**config.mk**
```make
export PLATFORM = sky130hd
export DESIGN_NAME = mux_8t1_rr_arbiter
export DESIGN_NICKNAME = d
export VERILOG_FILES = /design/src/rtl/mux_8t1_rr_arbiter.sv
export SDC_FILE = /design/constraint.sdc
export NUM_CORES = 1
export LEC_CHECK = 0
export BUFFER_PORTS_ARGS = -buffer_cell sky130_fd_sc_hd__buf_4
export CORE_ASPECT_RATIO = 1.25
export CORE_MARGIN = 1
export CORE_UTILIZATION = 47
export DETAILED_ROUTE_END_ITERATION = 7
export GPL_TIMING_DRIVEN = 0
export HOLD_SLACK_MARGIN = 0.03
export PLACE_DENSITY = 0.83
export SYNTH_ARGS = -nofsm -noshare
export SYNTH_HDL_FRONTEND = slang
export SYNTH_SLANG_ARGS = --single-unit
```
**constraint.sdc**
```tcl
create_clock -name CLK -period 3.5 [get_ports CLK]
set_input_delay 0.7 -clock CLK [delete_from_list [all_inputs] [get_ports CLK]]
set_output_delay 0.7 -clock CLK [all_outputs]
set_load 0.01 [all_outputs]
```
**src/rtl/mux_8t1_rr_arbiter.sv**
```systemverilog
// Round-robin arbiter driving one shared 8:1 n-bit data mux, with a bounded tenure per owner.
// Optional macro ARB_LOCK_EN: LOCK lets the current owner extend its tenure past MAX_HOLD.
module mux_8t1_rr_arbiter #(
    parameter int n        = 8,
    parameter int MAX_HOLD = 16
) (
    input  logic         CLK,
    input  logic         RST,
    input  logic [7:0]   REQ,
    input  logic         LOCK,
    input  logic [n-1:0] D0,
    input  logic [n-1:0] D1,
    input  logic [n-1:0] D2,
    input  logic [n-1:0] D3,
    input  logic [n-1:0] D4,
    input  logic [n-1:0] D5,
    input  logic [n-1:0] D6,
    input  logic [n-1:0] D7,
    output logic [7:0]   GNT,
    output logic [2:0]   SEL,
    output logic         VALID,
    output logic [n-1:0] D_OUT
);

    localparam int CW = $clog2(MAX_HOLD + 1);
    localparam logic [CW-1:0] HOLD_MAX = CW'(MAX_HOLD);

    localparam logic [1:0] IDLE  = 2'd0;
    localparam logic [1:0] GRANT = 2'd1;
    localparam logic [1:0] GAP   = 2'd2;

    logic [1:0]    state;
    logic [CW-1:0] hold_cnt;
    logic [2:0]    last;
    logic [2:0]    winner;
    logic          lock_ext;
    logic          stay;

`ifdef ARB_LOCK_EN
    assign lock_ext = LOCK;
`else
    logic unused_lock;
    assign unused_lock = LOCK;
    assign lock_ext    = 1'b0;
`endif

    // Search starts one past the previous owner, so an owner that just expired ranks last.
    always_comb begin
        logic found;
        logic [2:0] idx;
        // NOTE: every variable assigned in always_comb gets a default first, otherwise a latch is inferred.
        winner = '0;
        found  = 1'b0;
        idx    = '0;
        for (int i = 1; i <= 8; i++) begin
            idx = last + 3'(i);
            if (!found && REQ[idx]) begin
                winner = idx;
                found  = 1'b1;
            end
        end
    end

    assign stay = REQ[SEL] && ((hold_cnt != HOLD_MAX) || lock_ext);

    // NOTE: sequential state uses non-blocking assignments so every register samples pre-edge values.
    always_ff @(posedge CLK or posedge RST) begin
        if (RST) begin
            state    <= IDLE;
            GNT      <= '0;
            SEL      <= '0;
            VALID    <= 1'b0;
            hold_cnt <= '0;
            last     <= 3'd7;
        end else begin
            case (state)
                GRANT: begin
                    if (stay) begin
                        if (hold_cnt != HOLD_MAX)
                            hold_cnt <= hold_cnt + 1'b1;
                    end else begin
                        state    <= GAP;
                        GNT      <= '0;
                        VALID    <= 1'b0;
                        hold_cnt <= '0;
                    end
                end
                // IDLE and the single GAP cycle share the same arbitration rules.
                default: begin
                    if (|REQ) begin
                        state    <= GRANT;
                        SEL      <= winner;
                        GNT      <= 8'b1 << winner;
                        VALID    <= 1'b1;
                        last     <= winner;
                        hold_cnt <= CW'(1);
                    end else begin
                        state <= IDLE;
                    end
                end
            endcase
        end
    end

    always_comb begin
        D_OUT = '0;
        if (VALID) begin
            case (SEL)
                3'd0:    D_OUT = D0;
                3'd1:    D_OUT = D1;
                3'd2:    D_OUT = D2;
                3'd3:    D_OUT = D3;
                3'd4:    D_OUT = D4;
                3'd5:    D_OUT = D5;
                3'd6:    D_OUT = D6;
                default: D_OUT = D7;
            endcase
        end
    end

endmodule

```
* Yosys cells after proc, flatten, opt, wreduce, memory -nomap -nowiden
Cells that the tools add are included.
Word-level totals: bits in registers 22, memories kept 0, word-level logic and storage cells 104, bits in latches 0, output and inout bits 20, RAM bits 0, ROM bits 0
Cells by class: reductions and logical operators 21, add/sub/neg operators 8, eq/ne operators 10, bitwise logic cells 1, $mul 0, div/mod/pow operators 0, shift-type cells 1, multiplexer cells 48, order comparisons 9
Operators by type and width (count):
- 8-bit case mux with 7 select lines | 1
- 3-bit by 4-bit less-than comparator with 1-bit output (second input constant) | 9
- 8-bit 2-to-1 mux | 4
- 1-bit binary-select mux with 3-bit select | 9
- 3-bit 2-to-1 mux | 8
- 1-bit 2-to-1 mux | 20
- 5-bit 2-to-1 mux | 4
- 3-bit adder (second input constant) | 4
- 3-bit equality test (second input constant) | 3
- 1-bit logical AND | 8
- 8-bit OR reduction | 1
- 1-bit by 3-bit left shift with 8-bit output (first input constant) | 1
- 1-bit zero test | 7
- 3-bit by 2-bit adder with 3-bit output (second input constant) | 2
- 3-bit by 2-bit equality test with 1-bit output (second input constant) | 2
- 2-bit AND reduction | 3
- 5-bit by 1-bit adder with 5-bit output (second input constant) | 1
- 5-bit inequality test (second input constant) | 1
- 2-bit 2-to-1 mux | 2
- 3-bit by 1-bit adder with 3-bit output (second input constant) | 1
- 3-bit by 1-bit equality test with 1-bit output (second input constant) | 1
- 3-bit zero test | 1
- 3-bit inequality test (second input constant) | 1
- 2-bit by 1-bit equality test with 1-bit output (second input constant) | 1
- other kinds (3) | 3

* Depth between registers and ports, before layout
depth after elaboration 28, gate-level depth with buffers 13, mapped depth without buffers 10

* Worst setup path before layout
OpenSTA, ideal clock, no wires.
path type register -> register, start reg last[1], end reg GNT[5], arrival time 3147 ps, stages on the path, launching flop included 14, path buffers 3, library setup time 122 ps, path slack 232 ps, required time 3378 ps, path through dfstp_2 > buf_6 > inv_2 > ha_1 > buf_4 > buf_2 > mux2i_1 > nand2_1 > o221a_2 > nor4_4 > o21ba_4 > a211oi_2 > a211oi_4 > a32o_1
On the way: word-level cells in the longest chain between the ends 28
Ends and longest elaborated chain:
- from (decl) | line 34 | logic [2:0] last;
- from (signal assigned) | line 95 | last <= winner;
- 3-bit by 1-bit adder with 3-bit output | line 56 | idx = last + 3'(i);
- 1-bit binary-select mux with 3-bit select | line 57 | if (!found && REQ[idx]) begin
- 1-bit 2-to-1 mux (not written as such) | line 57
- 1-bit 2-to-1 mux | line 57
- 1-bit zero test | line 57
- 1-bit logical AND | line 57
- 1-bit 2-to-1 mux | line 57
- 1-bit zero test | line 57
- (+12 left out)
- 1-bit logical AND | line 57
- 1-bit 2-to-1 mux | line 57
- 1-bit zero test | line 57
- 1-bit logical AND | line 57
- 3-bit 2-to-1 mux (*) | line 57
- 1-bit by 3-bit left shift with 8-bit output (*) | line 93 | GNT <= 8'b1 << winner;
- 8-bit 2-to-1 mux (*) | line 90 | if (|REQ) begin
- 8-bit 2-to-1 mux (*) | line 76 | case (state)
- to (signal assigned) | line 93
- to (decl) | line 19 | output logic [7:0] GNT,
Every way passes the cells marked *; elsewhere a longest branch is shown, timed or not. The select of a mux whose other input is x is not followed. A chain may end at the register's enable or synchronous reset.

* Worst setup path in the final report
start reg last[1], end reg GNT[4]
The elaborated chain is that of the path after synthesis.

==> summary.txt <==
Outcome
  • Outcome: completed

Min path
  • Hold depth: 1
  • Tightest Hold Check Type: register to register
  • Hold path start: GNT[0]
  • Hold endpoint: GNT[0]

Power and ir drop
  • Sw Share: 51.2%
  • Clock network power share: 3.9%
  • Flop pwr share: 10.0%
  • Power Density: 1160 nW/µm²
  • Total design power: 0.00463 W
  • NetSw: 0.00237 W
  • Static Leak: 1.75 nW
  • Pint: 0.00226 W
  • Max VDD drop: 0.704 mV
  • Comb pwr share: 86.1%

Placement
  • PortBufs: 93
  • Pre-CTS setup slack: -0.320 ns
  • Hpwl dp: 7.04 mm
  • Placer congestion estimate: 0.891

Synth
  • Synth Area in Adders: 1.69%
  • Cells after Synth: 330
  • Post-synth EDFFs: 0
  • Seq/Total Area, Yosys: 18.7%
  • Synth warn: 0
  • Synth Area in Compound Gates: 27.2%
  • Avg Inst Size Synth: 8.96 µm²
  • Simple-Gate Fraction of Synth Area: 16.0%
  • Post-synthesis mux area share: 26.3%
  • Top FF cell, synth: dfrtp_1
  • Post-Synth XOR/XNOR Area: 2.92%
  • Syn nets: 409
  • Netlist cell types: 64
  • Cell Area, Synth: 2960 µm²
  • Largest family of logic cells by synthesized area: compound AO/OA/AOI/OAI gates
  • Post-synth ARST share: 100%
  • #FFs+latches synth: 22

Drt
  • Max layer used: met4
  • Via count: 3243
  • Metal-1 WL: 3.89 mm
  • 1st-iter DRT viols: 299
  • Met3 WL: 373 µm
  • Final ANT Viol Nets: 0
  • Routed len/inst: 18.1 µm
  • Residual DRC count: 0
  • Post-Route WL: 9.44 mm
  • Drt pass-1 iters: 5
  • Met2 WL post-DR: 4.92 mm
  • Vias/cell: 6.24

CTS
  • Clk sinks: 22
  • Bufs on Longest Clock Path: 2
  • Clock buffer count from CTS: 3
  • CTS tree: yes
  • Worst skew pair latency: 0.26 ns
  • Root buffer cell: clkbuf_8
  • Hold buffers post-CTS: 0
  • H-Tree Depth: 1
  • Clock transition at path regs: 0.08 ns

Die
  • Initial Utilization: 49.8%
  • Die Y: 90.7 µm
  • Die Wd: 73.0 µm
  • Full die area: 6620 µm²
  • Std cell rows: 31
  • Core area: 5930 µm²
  • I/O pin total: 95

Timing
  • Final worst setup slack: 0.0961 ns
  • Slew Viols, Final: 0
  • Worst Tran Pin Value: 0.825 ns
  • Final period utilization: 97.3%
  • Max Clock Freq: 294 MHz
  • Final min period: 3.40 ns
  • Final setup violation count: 0
  • Sum Neg Setup Slack: 0 ns
  • Setup Skew: 0.00170 ns
  • Final Hold Viols: 0
  • Slew margin rel.: 44.9%

Setup path
  • Startpoint Class: register
  • Critical path class: register to register
  • Worst path arrival time: 3.56 ns
  • FF-to-FF setup slack: 0.1 ns
  • CP Capture Type: register
  • Worst flop-to-flop path startpoint: last[1]
  • Reg2reg path depth: 13
  • Worst R2R End: GNT[4]
  • Max FO, Critical Path: 10
  • Worst Path Required: 3.65 ns

GRT
  • Largest net degree at the start of global routing: 23
  • Initial antenna violation count: 0
  • Vias in the first global route: 2994
  • Total GRT Usage: 27.9%
  • Total grt overflow: 0
  • First-pass GRT wire length: 14.7 mm

Cells and area
  • Nets: 518
  • Share of cells above drive strength 1: 42.5%
  • N_diodes: 0
  • Area growth, synth to finish: 34.7%

Run
  • Max-cap viol count: 0
[stage by stage]
stage                     cell area (µm²)  util [%]  hold WS, ns  std cells
after CTS                            3860      65.1        0.515        512
after detailed placement             3760      63.3        0.494        505
final                                3980      67.1        0.511        520
after global routing                 3980      67.1        0.529        520
after floorplan                      2960         -        0.490        330
after global placement               3760      63.3        0.494        505
[cell families after synthesis]
kind of cell | count (synthesis)
compound gates | 102
simple gates | 101
mux | 52
buf+inv | 43
flops | 22
xor+xnor | 6
fa+ha+maj | 4
[layer usage]
metal,up-vias,track usage (%)
met5,-,0
met1,1608,39.2
met3,20,1.56
met4,0,6.37
li1,1497,-
met2,118,46.5
[worst max-delay path by stage]
stage / cells after the start / startpoint / end
floorplan: 13 / last[1] / GNT[5]
global placement: 12 / last[0] / GNT[5]
detailed placement: 13 / last[1] / GNT[5]
CTS: 14 / last[1] / GNT[3]
global route: 12 / last[1] / GNT[5]
finish: 13 / last[1] / GNT[4]
[power by group through the flow]
stage | Combinational, W | Sequential [W] | Clock [W]
floorplan | 0.00272 | 0.000448 | 0
global placement | 0.00350 | 0.000448 | 0
detailed placement | 0.00356 | 0.000452 | 0
CTS | 0.00371 | 0.000436 | 0.000183
global route | 0.00428 | 0.000479 | 0.000197
finish | 0.00399 | 0.000462 | 0.000181
[what timing repair did]
item | in CTS | in global routing
setup endpoints to repair | 12 | 13
gates resized for setup | 7 | 9
setup buffers | 3 | 9
endpoints found under the hold margin | 0 | 0
pin swaps | 2 | 7
[critical path, stage by stage (launching register included)]
cell,delay (ns)
dfstp_2,0.56
buf_8,0.13
inv_4,0.08
ha_1,0.29
buf_6,0.13
buf_8,0.14
mux2i_2,0.22
nand2_2,0.12
o221a_2,0.37
or3_1,0.36
a32o_1,0.26
a21o_4,0.24
and2_1,0.15
a32o_1,0.24
[placed cells by master (no fill, tap or decap), types with 3 or more instances in the layout]
cell type	count
ha_1	4
a311oi_1	3
nand3_1	10
nand4_1	3
nand2_1	36
xor2_1	3
mux2i_1	21
dfstp_2	3
o221a_2	4
buf_2	8
nand2b_1	4
nor2_1	26
mux4_2	19
o2111ai_1	4
buf_4	105
inv_1	15
dfrtp_1	19
o221ai_1	5
a21oi_1	15
mux2_2	8
o21ai_0	13
nor3_1	5
o22ai_1	4
a31oi_1	8
a32o_1	6
a221oi_1	3
and2_1	4
o211ai_1	6
clkbuf_1	8
clkbuf_8	4
buf_6	4
[synth_stat cells (3+ instances only)]
cell type	count	area share, %
nand3_1	10	1.7
mux4_2	19	14
a32o_1	6	2.0
nand4_1	3	0.63
a21oi_1	15	2.5
dfrtp_1	19	16
nor2_1	26	3.3
a31oi_1	8	1.7
ha_1	4	1.7
xor2_1	3	0.89
o21ai_0	14	2.4
mux2_2	8	3.0
clkbuf_1	9	1.1
nand2_1	37	4.7
o211ai_1	6	1.5
o221ai_1	6	1.8
nor3_1	5	0.85
a221oi_1	3	0.89
o2111ai_1	4	1.2
a311oi_1	3	0.89
buf_6	4	1.5
o221a_2	5	1.9
nand2b_1	4	0.85
and2_1	4	0.85
a21o_1	3	0.76
inv_1	15	1.9
mux2i_1	23	7.8
o22ai_1	4	0.85
buf_2	9	1.5
dfstp_2	3	2.7
[state kept, by name, summed over array words and instances (netlist names)]
register / cells
GNT: 8
SEL: 3
hold_cnt: 5
state: 2
VALID: 1
last: 3
[area by class of cell]
type / instances / area [µm²]
Buffer: 25 / 159
Clock buffer: 4 / 55.1
Multi-Input combinational cell: 265 / 2260
Timing Repair Buffer: 105 / 788
Inverter: 17 / 66.3
Sequential cell: 22 / 554
Tap cell: 82 / 103
Fill cell: 474 / 1950
Power figures use the tool's default switching activity.
